$ cat config.mk
export PLATFORM = sky130hd
export DESIGN_NAME = mem_unit
export DESIGN_NICKNAME = d
export VERILOG_FILES = /design/src/rtl/mem_unit.sv
export SDC_FILE = /design/constraint.sdc
export NUM_CORES = 2
export LEC_CHECK = 0
export CAP_MARGIN = 10
export CORE_MARGIN = 2
export CORE_UTILIZATION = 30
export DETAILED_ROUTE_END_ITERATION = 8
export HOLD_SLACK_MARGIN = 0.02
export PLACE_DENSITY_LB_ADDON = 0.3
export SYNTH_ARGS = -nofsm -noshare
export SYNTH_HDL_FRONTEND = slang
export SYNTH_SLANG_ARGS = --single-unit
$ cat constraint.sdc
create_clock -name clk -period 9.5 [get_ports clk]
set_input_delay 1.9 -clock clk [delete_from_list [all_inputs] [get_ports clk]]
set_output_delay 1.9 -clock clk [all_outputs]
set_load 0.02 [all_outputs]
$ cat src/rtl/mem_unit.sv
// mem_unit: MAR/MDR bus registers and single-port RAM with a wait-state mfc handshake.
// Define MEM_BOUNDS_EN to add the err pulse for accesses at or beyond DEPTH.
module mem_unit #(
  parameter int DATA_W      = 16,
  parameter int ADDR_W      = 8,
  parameter int DEPTH       = 256,
  parameter int WAIT_CYCLES = 2
) (
  input  logic              clk,
  input  logic              reset,
  input  logic [DATA_W-1:0] bus_in,
  input  logic              mar_write,
  input  logic              mdr_write,
  input  logic              mdr_read,
  input  logic              mem_en,
  input  logic              mem_rw,
  output logic [DATA_W-1:0] bus_out,
  output logic              mfc
`ifdef MEM_BOUNDS_EN
  ,
  output logic              err
`endif
);

  localparam int IDX_W = (DEPTH > 1) ? $clog2(DEPTH) : 1;
  localparam logic [ADDR_W:0] DEPTH_L = (ADDR_W+1)'(DEPTH);
  localparam logic [3:0] CNT_INIT = 4'(WAIT_CYCLES - 1);

  typedef enum logic {
    IDLE,
    BUSY
  } state_t;

  state_t            state;
  logic [3:0]        cnt;
  logic [ADDR_W-1:0] mar;
  logic [DATA_W-1:0] mdr;
  logic [ADDR_W-1:0] acc_addr;
  logic [DATA_W-1:0] acc_data;
  logic              acc_rw;

  logic [DATA_W-1:0] ram [DEPTH];

  logic              in_range;
  logic              done;
  logic [IDX_W-1:0]  idx;
  logic [DATA_W-1:0] rd_data;

  assign in_range = {1'b0, acc_addr} < DEPTH_L;
  assign done     = (state == BUSY) && (cnt == 4'd0);
  assign idx      = acc_addr[IDX_W-1:0];
  assign rd_data  = in_range ? ram[idx] : '0;
  assign bus_out  = mdr_read ? mdr : '0;

  // RAM is not reset; an access aborted by reset never reaches this write.
  always_ff @(posedge clk) begin
    if (done && !acc_rw && in_range && !reset)
      ram[idx] <= acc_data;
  end

  always_ff @(posedge clk or posedge reset) begin
    if (reset) begin
      state    <= IDLE;
      cnt      <= '0;
      mar      <= '0;
      mdr      <= '0;
      mfc      <= 1'b0;
      acc_addr <= '0;
      acc_data <= '0;
      acc_rw   <= 1'b0;
`ifdef MEM_BOUNDS_EN
      err      <= 1'b0;
`endif
    end else begin
`ifdef MEM_BOUNDS_EN
      err <= 1'b0;
`endif
      if (mar_write)
        mar <= bus_in[ADDR_W-1:0];
      if (mdr_write)
        mdr <= bus_in;
      unique case (state)
        IDLE: begin
          if (mem_en) begin
            acc_addr <= mar;
            acc_data <= mdr;
            acc_rw   <= mem_rw;
            cnt      <= CNT_INIT;
            mfc      <= 1'b1;
            state    <= BUSY;
          end
        end
        BUSY: begin
          if (cnt != 4'd0) begin
            cnt <= cnt - 4'd1;
          end else begin
            // read result overrides a same-edge mdr_write
            if (acc_rw)
              mdr <= rd_data;
            mfc   <= 1'b0;
            state <= IDLE;
`ifdef MEM_BOUNDS_EN
            err   <= !in_range;
`endif
          end
        end
        default: state <= IDLE;
      endcase
    end
  end

endmodule

==> qor.csv <==
stage,metric,value,unit
worst_setup_path,end_kind,output port,
worst_setup_path,crit_cells,4,
cts,numCtsBuffers,425,
logic_synthesis,ys_types,74,
logic_synthesis,netlist_instances,7030,
logic_synthesis,yosys-top-cells-area,"edfxtp_1 77%, mux4_2 14%, mux2i_1 1.5%, dfrtp_1 0.86%, a22oi_1 0.75%",
worst_setup_path,critPathTopFamily,buffers and inverters,
timing,min_period_over_period,0.5681,
finish,ff_latch_area,124500,um2
finish,nNetsFinal,7365,
die,num_rows,267,
logic_synthesis,synth_top_area_share,0.7710,
timing,min_period,5.397,ns
cts,clkSinkCount,4151,
detailed_routing,viasPerCell,5.277,
cts,cts_setup_buffers,0,
place,gp_congestion,0.8412,
power,p_leak,55.42,nW
grt,gr-usage-met2,0.2725,
timing,worst_slew_pin_slew,1.408,ns
cts,ctsResizeCount,0,
finish,num-fill-cells,48750,
timing,slew_violations,0,
cts,hold_buffers,0,
worst_setup_path,critPathKind,in -> out,
finish,area_delta_synth_final,14.53,%
worst_setup_path,cp_max_fo,16,
grt,grt_max_degree,185,
die,dieArea,537600,um2
grt,grt_busiest_layer,met2,
timing,final.setup.tns,0,ns
detailed_routing,drtAntennaViolNets,0,
place,portBuffers,39,
worst_setup_path,worstSetupStartpointType,input port,
grt,grtUsageMet3,0.03620,
detailed_routing,firstDrtPassIters,6,
cts,h-tree-depth,5,
grt,grt_overflow_total,0,
cts,worst_skew_pair.late_latency,0.99,ns
worst_setup_path,rr_worst_depth,8,
die,initial_core_util,0.3015,
detailed_routing,drc_errors,0,
detailed_routing,drt_iter0_markers,10580,
logic_synthesis,synth_seq_area_share,0.7796,
die,die_h,733.2,um
finish,mostFrequentLayoutCell,edfxtp_1,
logic_synthesis,syn_area_per_cell,22.69,um2
run_status,status,completed,
cts,cts_tree,done,
timing,setup_viol,0,
grt,track_usage,0.1700,
logic_synthesis,synth-edff-count,4096,
finish,mostFrequentLayoutCells,"4096 x edfxtp_1, 997 x mux4_2, 432 x clkbuf_16",
worst_setup_path,cp_cell_sequence,clkdlybuf4s50_1 > buf_4 > and2_1 > clkdlybuf4s50_1,
grt,grt_use_met1,0.2285,
worst_setup_path,slowest_stage,clkdlybuf4s50_1,
timing,setup_ws,4.103,ns
worst_setup_path,worstPathArrival,3.50,ns
timing,fin_skew,0.06930,ns
job,drv_cap,0,
finish,layout-drive-gt1-share,0.2774,
logic_synthesis,synth_area,159500,um2
timing,finalHoldViolCount,0,
timing,slew-limit-headroom,0.06114,
logic_synthesis,synthArstFlopShare,0.01325,
power,peakVddDrop,0.3063,mV
grt,grt_pass1_vias,77560,
worst_setup_path,critPathBufInv,3,
detailed_routing,routedWlPerCell,32.12,um
grt,grt_pass1_wl,645.1,mm
cts,cts.path.max_buffers,4,
place,hpwlAfterDp,283.1,mm
worst_setup_path,worstPathRequired,7.60,ns
timing,rsz0062_at_grt,false,
logic_synthesis,synth_largest_area_cell,edfxtp_1,
min_path,holdCritPathClass,reg -> reg,
power,power_density,322.2,nW/um2
timing,fmax,185.3,MHz
logic_synthesis,syn_nets,7055,
die,die_x,733.2,um
finish,multi_input_area,33150,um2
die,core_area,529200,um2
die,ios,40,
place,post-place-ws,3.538,ns
worst_setup_path,path_common_cell,clkdlybuf4s50_1,
cts,cts-root-buf,clkbuf_16,
min_path,min_path_cells,1,
cts,clk_pin_slew_worst_paths,0.06,ns
detailed_routing,wirelength,472.1,mm
worst_setup_path,slowest_delay,0.61,ns
detailed_routing,vias,77570,
logic_synthesis,synth_seq_cells,4151,
grt,antenna_found_initial,45,
finish,fin_util,0.3453,
logic_synthesis,synth-main-ff-cell,edfxtp_1,
logic_synthesis,ys_warn_count,0,
cells by family (layout without fill, tap and decap cells):
kind of cell / Yosys count / count (layout) / share of synthesized area
xor+xnor: 2 / 2 / 0.0001098
simple gates: 573 / 573 / 0.01600
fa+ha+maj: 2 / 2 / 0.0001568
buf+inv: 420 / 1083 / 0.01618
other cells: 0 / 13 / 0
mux: 1298 / 1298 / 0.1614
flops: 4151 / 4151 / 0.7796
compound gates: 584 / 584 / 0.02656
worst paths after layout:
kind | start | to | slack (ns)
max | mdr_read | bus_out[3] | 4.10
min | mar[6]$_DFFE_PP0P_ | acc_addr[6]$_DFFE_PP0P_ | 0.51
max reg2reg | acc_addr[0]$_DFFE_PP0P_ | mdr[9]$_DFF_PP0_ | 4.25
min reg2reg | mar[6]$_DFFE_PP0P_ | acc_addr[6]$_DFFE_PP0P_ | 0.51
max in group asynchronous | reset | acc_addr[0]$_DFFE_PP0P_ | 7.05
min in group asynchronous | reset | acc_rw$_DFFE_PP0P_ | 1.67
per-layer routing:
layer	routed length [um]	part of all wire	vias up
li1	-	-	30720
met1	189700	0.40	42390
met2	224200	0.47	3704
met3	40200	0.085	753
met4	17990	0.038	4
met5	27	0.000057	-
synthesized netlist by cell type (8+ instances only):
library cell	instances
a21oi_1	78
a31oi_1	21
nand2_1	96
o22ai_1	73
nor4_1	10
dfrtp_1	55
nand2b_1	10
edfxtp_1	4096
buf_1	17
nand3_1	64
a211oi_1	25
mux2i_1	238
o21ai_0	33
buf_2	133
mux4_1	13
nor2_1	291
nor2b_1	16
clkbuf_1	113
a221oi_1	70
a22o_1	45
buf_6	45
mux4_2	997
buf_4	95
mux2_2	50
and2_1	25
nor3_1	24
a22oi_1	159
a32oi_1	15
or3_1	8
sequential cells by signal, summed over array words and instances (netlist names):
name and count:
mfc 1, mdr 16, acc_rw 1, acc_addr 8, acc_data 16, cnt 4, mar 8, ram 4096
state 1
layout make-up:
cell class	count	share of cell area
repair buffers	297	0.01431
clock inverters	254	0.01352
inverters	6	0.0001233
diodes	13	0.0001780
clock buffers	526	0.06137
multi-input cells	2459	0.1814
flip-flops and latches	4151	0.6812
well taps	6994	0.04789
metrics by stage:
step                      hold WS [ns]  power, mW  cell area (um2)  instances
after floorplan                 0.4625      34.67           159500       7030
after global placement          0.4812      42.50           169000      13910
after detailed placement        0.4944      42.73           169000      13910
after CTS                       0.5053      59.16           182700      14690
after global routing            0.5251      60.42           182700      14690
final                           0.5068      58.87           182700      14700
report_power, final:
| group | switching (mW) | leakage (nW) | total (mW) | internal, mW |
|---|---|---|---|---|
| registers | 1.09 | 37.4 | 24.2 | 23.1 |
| clock network | 7.02 | 6.67 | 16.6 | 9.55 |
| logic | 12.4 | 11.3 | 18.1 | 5.77 |
No activity file was read; power rests on OpenSTA's default activity.
